==> src/rtl/mem_port_arbiter.sv <==
// Two-port memory arbiter: instruction fetch and data share one memory port.
// Data has priority; a waiting fetch is forced through after STARVE_LIMIT data wins.
module mem_port_arbiter #(
  parameter int XLEN         = 32,
  parameter int STARVE_LIMIT = 4
) (
  input  logic              clk,
  input  logic              rst_n,
  input  logic              flush,
  input  logic              if_req_val,
  input  logic [XLEN-1:0]   if_req_addr,
  output logic              if_req_rdy,
  output logic              if_resp_val,
  output logic [XLEN-1:0]   if_resp_data,
  input  logic              d_req_val,
  input  logic [XLEN-1:0]   d_req_addr,
  input  logic              d_req_we,
  input  logic [XLEN/8-1:0] d_req_wstrb,
  input  logic [XLEN-1:0]   d_req_wdata,
  output logic              d_req_rdy,
  output logic              d_resp_val,
  output logic [XLEN-1:0]   d_resp_data,
  output logic              mem_req_val,
  input  logic              mem_req_rdy,
  output logic [XLEN-1:0]   mem_req_addr,
  output logic              mem_req_we,
  output logic [XLEN/8-1:0] mem_req_wstrb,
  output logic [XLEN-1:0]   mem_req_wdata,
  input  logic              mem_resp_val,
  input  logic [XLEN-1:0]   mem_resp_data,
  output logic              busy
);

  localparam int CW = $clog2(STARVE_LIMIT + 1);
  localparam logic [CW-1:0] LIMIT = CW'(STARVE_LIMIT);

  typedef enum logic {IDLE, BUSY} state_t;

  state_t        state;
  state_t        state_nxt;
  logic          owner_fetch;
  logic          drop;
  logic [CW-1:0] starve_cnt;

  logic idle;
  logic fetch_ok;
  logic fetch_win;
  logic data_win;
  logic req_fire;
  logic resp_fire;

  // rst_n gates the request path so outputs read zero while reset is held
  assign idle      = rst_n & (state == IDLE);
  assign fetch_ok  = if_req_val & ~flush;
  assign fetch_win = idle & fetch_ok
                   & (~d_req_val | (starve_cnt == LIMIT));
  assign data_win  = idle & d_req_val & ~fetch_win;
  assign req_fire  = (fetch_win | data_win) & mem_req_rdy;
  assign resp_fire = (state == BUSY) & mem_resp_val;

  always_ff @(posedge clk or negedge rst_n) begin
    if (!rst_n) begin
      state <= IDLE;
    end else begin
      state <= state_nxt;
    end
  end

  always_comb begin
    state_nxt = state;
    unique case (state)
      IDLE: if (req_fire) state_nxt = BUSY;
      BUSY: if (mem_resp_val) state_nxt = IDLE;
      default: state_nxt = IDLE;
    endcase
  end

  always_ff @(posedge clk or negedge rst_n) begin
    if (!rst_n) begin
      owner_fetch <= 1'b0;
      starve_cnt  <= '0;
      drop        <= 1'b0;
    end else begin
      if (req_fire) owner_fetch <= fetch_win;
      if (req_fire & fetch_win) begin
        starve_cnt <= '0;
      end else if (req_fire & if_req_val & (starve_cnt != LIMIT)) begin
        starve_cnt <= starve_cnt + 1'b1;
      end
      if (resp_fire) begin
        drop <= 1'b0;
      end else if ((state == BUSY) & owner_fetch & flush) begin
        drop <= 1'b1;
      end
    end
  end

  always_comb begin
    mem_req_val   = fetch_win | data_win;
    mem_req_addr  = '0;
    mem_req_we    = 1'b0;
    mem_req_wstrb = '0;
    mem_req_wdata = '0;
    unique case (1'b1)
      fetch_win: mem_req_addr = if_req_addr;
      data_win: begin
        mem_req_addr  = d_req_addr;
        mem_req_we    = d_req_we;
        mem_req_wstrb = d_req_wstrb;
        mem_req_wdata = d_req_wdata;
      end
      default: ;
    endcase
    if_req_rdy   = fetch_win & mem_req_rdy;
    d_req_rdy    = data_win & mem_req_rdy;
    if_resp_val  = resp_fire & owner_fetch & ~drop & ~flush;
    if_resp_data = if_resp_val ? mem_resp_data : '0;
    d_resp_val   = resp_fire & ~owner_fetch;
    d_resp_data  = d_resp_val ? mem_resp_data : '0;
    busy         = (state == BUSY);
  end

endmodule
==> config.mk <==
export PLATFORM = sky130hd
export DESIGN_NAME = mem_port_arbiter
export DESIGN_NICKNAME = d
export VERILOG_FILES = /design/src/rtl/mem_port_arbiter.sv
export SDC_FILE = /design/constraint.sdc
export NUM_CORES = 1
export LEC_CHECK = 0
export ABC_AREA = 1
export CORE_AREA = 3 3 108 110
export DETAILED_ROUTE_END_ITERATION = 8
export DIE_AREA = 0 0 111 113
export SETUP_SLACK_MARGIN = 0.1
export SYNTH_ARGS = -nofsm -noshare
export SYNTH_HDL_FRONTEND = slang
export SYNTH_SLANG_ARGS = --single-unit
==> constraint.sdc <==
create_clock -name clk -period 1.81 [get_ports clk]
set_input_delay 0.362 -clock clk [delete_from_list [all_inputs] [get_ports clk]]
set_output_delay 0.362 -clock clk [all_outputs]
set_load 0.01 [all_outputs]
======== After elaboration in Yosys (flattened, before gate mapping) ========
Cells that the tools add are included.
operators by class
  add/subtract/negate cells ............... 1
  $mul .................................... 0
  div/mod/pow operators ................... 0
  $lt $le $gt $ge ......................... 0
  equal/unequal tests ..................... 2
  shift operators ......................... 0
  muxes and demuxes ....................... 13
  bitwise operators ....................... 27
  reductions and logical operators ........ 2
operators by type and width
  operator               number
  $mux W32               3
  $pmux W32 S2           1
  $and A1 B1 Y1          19
  $mux W3                2
  $not A1 Y1             6
  $mux W1                5
  $mux W4                1
  $reduce_bool A2 Y1     2
  $add A3 B1 Y3 const B  1
  $eq A3 B3 Y1 const B   1
  $ne A3 B3 Y1 const B   1
  $or A1 B1 Y1           2
  $pmux W1 S2            1
storage, ports and cells
  flip-flop bits (word level) ............. 6
  bits in latches ......................... 0
  RAM bits ................................ 0
  bits in read-only memories .............. 0
  input bits .............................. 140
  output and inout port bits .............. 139
  logic and storage cells ................. 49
  memories ................................ 0

======== Depth between registers and ports, before layout ========
  depth after elaboration ................. 12
  mapped depth ............................ 10
  mapped depth without buffers ............ 10

======== Least setup slack after synthesis ========
Ideal clock, no wire load.
  kind .................................... register to output
  start ................................... reg starve_cnt[0]
  end ..................................... out mem_req_wdata[11]
  arrival ................................. 1379 ps
  data required time ...................... 1448 ps
  slack ................................... 69 ps
  cell stages (with the launch flop) ...... 10
  buffers on the path ..................... 2
  cell sequence ........................... dfrtp_1 -> inv_1 -> ha_1 -> nand2_1 -> nand2_2 -> nand3_4 -> nand2_1 -> buf_4 -> buf_6 -> nor2_1
between the ends
  cells in the longest elaborated chain, start to end .. 6
RTL lines
  element                   line  text
  start: declaration        43    logic [CW-1:0] starve_cnt;
  start signal: assignment  88    starve_cnt <= starve_cnt + 1'b1;
  $eq A3 B3 Y1              56    & (~d_req_val | (starve_cnt == LIMIT));
  $or A1 B1 Y1              56
  $and A1 B1 Y1             56
  $not A1 Y1                57    assign data_win = idle & d_req_val & ~fetch_win;
  $and A1 B1 Y1             57
  $mux W32                  104   unique case (1'b1)
  end: declaration          28    output logic [XLEN-1:0] mem_req_wdata,
No other way between the ends.

======== Worst setup path in the final report ========
  start ................................... reg starve_cnt[1]
  end ..................................... out mem_req_addr[15]
between the ends
  cells in the longest elaborated chain, start to end .. 6
RTL lines
  element            line  text
  $eq A3 B3 Y1 (*)   56
  $or A1 B1 Y1 (*)   56
  $and A1 B1 Y1 (*)  56
  $not A1 Y1         57
  $and A1 B1 Y1      57
  $pmux W32 S2 (*)   104
  end: declaration   25    output logic [XLEN-1:0] mem_req_addr,
Mark *: on every way between the ends. The rest lies on a longest branch, timed or not.

==> metrics.md <==
| Metric | Value |
|---|---|
| Setup Skew | `0.00595 ns` |
| Multi-input logic area | `2000 um^2` |
| Main synth FF type | `dfrtp_1` |
| Total gr overflow | `0` |
| Setup crit start kind | `flop` |
| Largest family of logic cells by synthesized area | `simple AND/OR/NAND/NOR gates` |
| PwrDens | `549 nW/um^2` |
| Vias in the first global route | `3906` |
| Rel. slew slack | `83.9%` |
| Top cells by area, synth | `nor2_1 24%, nand3_1 21%, inv_1 20%` |
| Register area share after synthesis | `9.15%` |
| Simple-gate portion of the synthesized area | `61.1%` |
| Least-Margin Pin Slew | `0.241 ns` |
| First-pass GRT wire length | `20900 um` |
| R2R Path End | `starve_cnt[2]` |
| Unrepaired setup endpoints after global routing | `true` |
| Core Region | `10800 um^2` |
| Dpl hpwl | `8410 um` |
| Setup CP Type | `flop to output pin` |
| Via count | `3769` |
| Post-synthesis adder-cell area fraction | `1.52%` |
| Ratio of final minimum period to clock period | `117%` |
| Slowest-stage cell, CP | `dfrtp_1` |
| ANT nets after route | `0` |
| WP data required | `1.45 ns` |
| Yosys cell types | `20` |
| Die Area | `12500 um^2` |
| Yosys warns | `0` |
| Fin. Hold Viols | `0` |
| CTS Sinks | `6` |
| Drt pass-1 iters | `4` |
| Pin count of the biggest net entering global routing | `18` |
| Cell Area, Synth | `1640 um^2` |
| Critical Path Max Stage Delay | `0.37 ns` |
| Mapped Cells | `352` |
| Fin. max-slew vios | `0` |
| Mux cell area share after synthesis | `0%` |
| ANT cells | `0` |
| CP endpoint kind | `output pin` |
| CTS root buffer | `clkbuf_8` |
| Skew-Pair Late Insertion Delay | `0.22 ns` |
| Worst Setup Slack, final | `-0.310 ns` |
| Post-Syn Nets | `494` |
| Placed insts | `773` |
| Cts bufs inserted | `3` |
| Maximum vdd ir drop | `299 uV` |
| Nets@finish | `875` |
| Worst-path clk slew | `0.04 ns` |
| CTS Buffer Depth | `2` |
| Failing checks | `negative setup slack` |
| Synth area leader | `nor2_1` |
| Crit path time final | `2.12 ns` |
| Hold Buf Count CTS | `0` |
| Gp weighted congestion | `0.852` |
| Compound-cell area share of the yosys netlist | `1.22%` |
| Flops & latches, synth | `6` |
| H-tree levels | `1` |
| Layout cells sized above 1 | `59.1%` |
| Worst hold path type | `input port to async pin` |
| Drt drc | `0` |
| Ys async rst share | `100%` |
| Post-synth EDFFs | `0` |
| Top-count cell post-synth | `nor2_1` |
| Avg Vias per Cell | `4.33` |
| Worst-path cell chain | `inv_2, ha_4, nand2_4, nand2_4, buf_4, buf_12, buf_16, buf_4, nand3_1, nand2_2, buf_6` |
| Synth top area share | `23.8%` |
| Initial antenna violation count | `1` |
| Die Wd | `111 um` |
| Status | `complete, but fails checks` |
| WP data arrival | `1.76 ns` |
| # setup viols final | `131` |
| Reg2Reg Setup Slack | `-0.02 ns` |
| Post-Layout Cell Count | `871` |
| Routed WL | `15000 um` |
| Max-Cap Viols | `0` |
| Most frequent cells after synthesis | `104 x nor2_1, 86 x inv_1, 69 x nand3_1` |
| GR Util All Layers | `20.8%` |
| Area share of xor/xnor cells in the synthesized design | `0%` |
| Filler Cells Inserted | `827` |
| Synth-to-layout area growth | `330%` |
| Leakage | `3.46 nW` |
| TritonCTS clock tree | `built` |
| Initial drt markers | `129` |
| RR Startpoint | `starve_cnt[1]` |
| Reg2reg path depth | `15` |
| Avg Inst Size Synth | `4.66 um^2` |
| Row cnt | `38` |
| Die Y | `113 um` |
| Initial core utilization | `15.2%` |
| DR WL/cell | `17.2 um` |
| Port bufs | `278` |
| I/O pin cnt | `279` |
| Max Fanout on Critical Path | `5` |
| Final hold slack | `0.204 ns` |
| FF+latch area | `151 um^2` |
| FMAX | `0.472 GHz` |
[report_power, final]
| part | leakage (nW) | total (W) | internal, W | switching (W) |
|---|---|---|---|---|
| Combinational | 3.36 | 0.00342 | 0.00193 | 0.00149 |
| Clock | 0.0216 | 0.000200 | 0.000143 | 0.0000567 |
| Sequential | 0.0764 | 0.000260 | 0.000194 | 0.0000660 |
[per-layer routing]
layer,vias to the layer above,part of all wire [%],GRT usage [%],wire (um)
li1,1797,-,-,-
met1,1755,34,20.9,5110
met2,188,56,41.4,8420
met3,27,7.5,5.56,1120
met4,2,2.4,6.49,353
met5,-,0.087,0,13
[critical path: cells and delay by family, from the launching register on]
family	cells	cell delay (ns)
DFF	1	0.37
and+or+nand+nor	4	0.28
adders and majority gates	1	0.17
buffers and inverters	6	0.72
[placed cells by master (no fill, tap or decap), types with 2 or more instances in the layout]
cell             Yosys  routed
nor2_4               1      80
nor2_2               1      13
clkdlybuf4s50_1      0     134
nand3_4              1       5
nand2_4              0       5
buf_2               13      42
inv_4                0       2
clkbuf_8             0       3
buf_12               0      24
nor2_1             104      13
nand3_1             69      29
inv_1               86      79
a21oi_2              0       2
dfrtp_1              6       5
a21oi_1              4       2
nand2_2              3      15
inv_2                1       6
buf_16               0      10
buf_8                0       9
nand2_1             48      30
buf_4                1      31
buf_6                2     142
dlygate4sd2_1        0       4
nand3_2              2      38
[area by class of cell]
cell class	count	share of cell area, %
multi-input cells	237	28.4
inverters	87	4.70
well taps	140	2.48
flip-flops and latches	6	2.15
clock buffers	3	0.585
repair buffers	398	61.7
[how the worst max path moves through the flow]
stage	from	slack (ns)	endpoint	depth (start not counted)
after floorplan	starve_cnt[0]	0.07	mem_req_wdata[11]	9
after global placement	rst_n	-0.69	mem_req_wdata[9]	9
after detailed placement	rst_n	-0.68	mem_req_wdata[2]	9
after CTS	starve_cnt[0]	-0.37	mem_req_wdata[9]	12
after global routing	starve_cnt[1]	-0.37	mem_req_addr[0]	11
final	starve_cnt[1]	-0.31	mem_req_addr[15]	11
[timing repair]
| item | CTS | global route |
|---|---|---|
| pin swaps | 16 | 31 |
| gates resized for setup | 734 | 273 |
| setup endpoints to repair | 143 | 142 |
| cloned | 19 | 0 |
| setup buffers | 60 | 28 |
[registers in the layout, summed over array words and instances, names as in the netlist]
name,flops
starve_cnt,3
owner_fetch,1
drop,1
busy,1
[stage by stage]
step | util, % | TNS, ns | area [um^2] | power (W) | worst slack [ns]
floorplan | - | 0 | 1640 | 0.000999 | 0.0689
global placement | 44.0 | -81.39 | 4740 | 0.00221 | -0.687
detailed placement | 44.0 | -82.06 | 4740 | 0.00224 | -0.685
CTS | 55.2 | -23.62 | 5960 | 0.00335 | -0.369
global route | 65.4 | -31.64 | 7060 | 0.00410 | -0.373
finish | 65.4 | -21.76 | 7060 | 0.00388 | -0.310
[logic make-up (layout without fill, tap and decap cells)]
kind of cell | Yosys count | count (layout)
AND/OR/NAND/NOR | 231 | 231
flip-flops | 6 | 6
AO/OA/AOI/OAI | 4 | 4
adder cells (fa/ha/maj) | 2 | 2
buffers and inverters | 109 | 488
(Power assumes the default switching activity.)
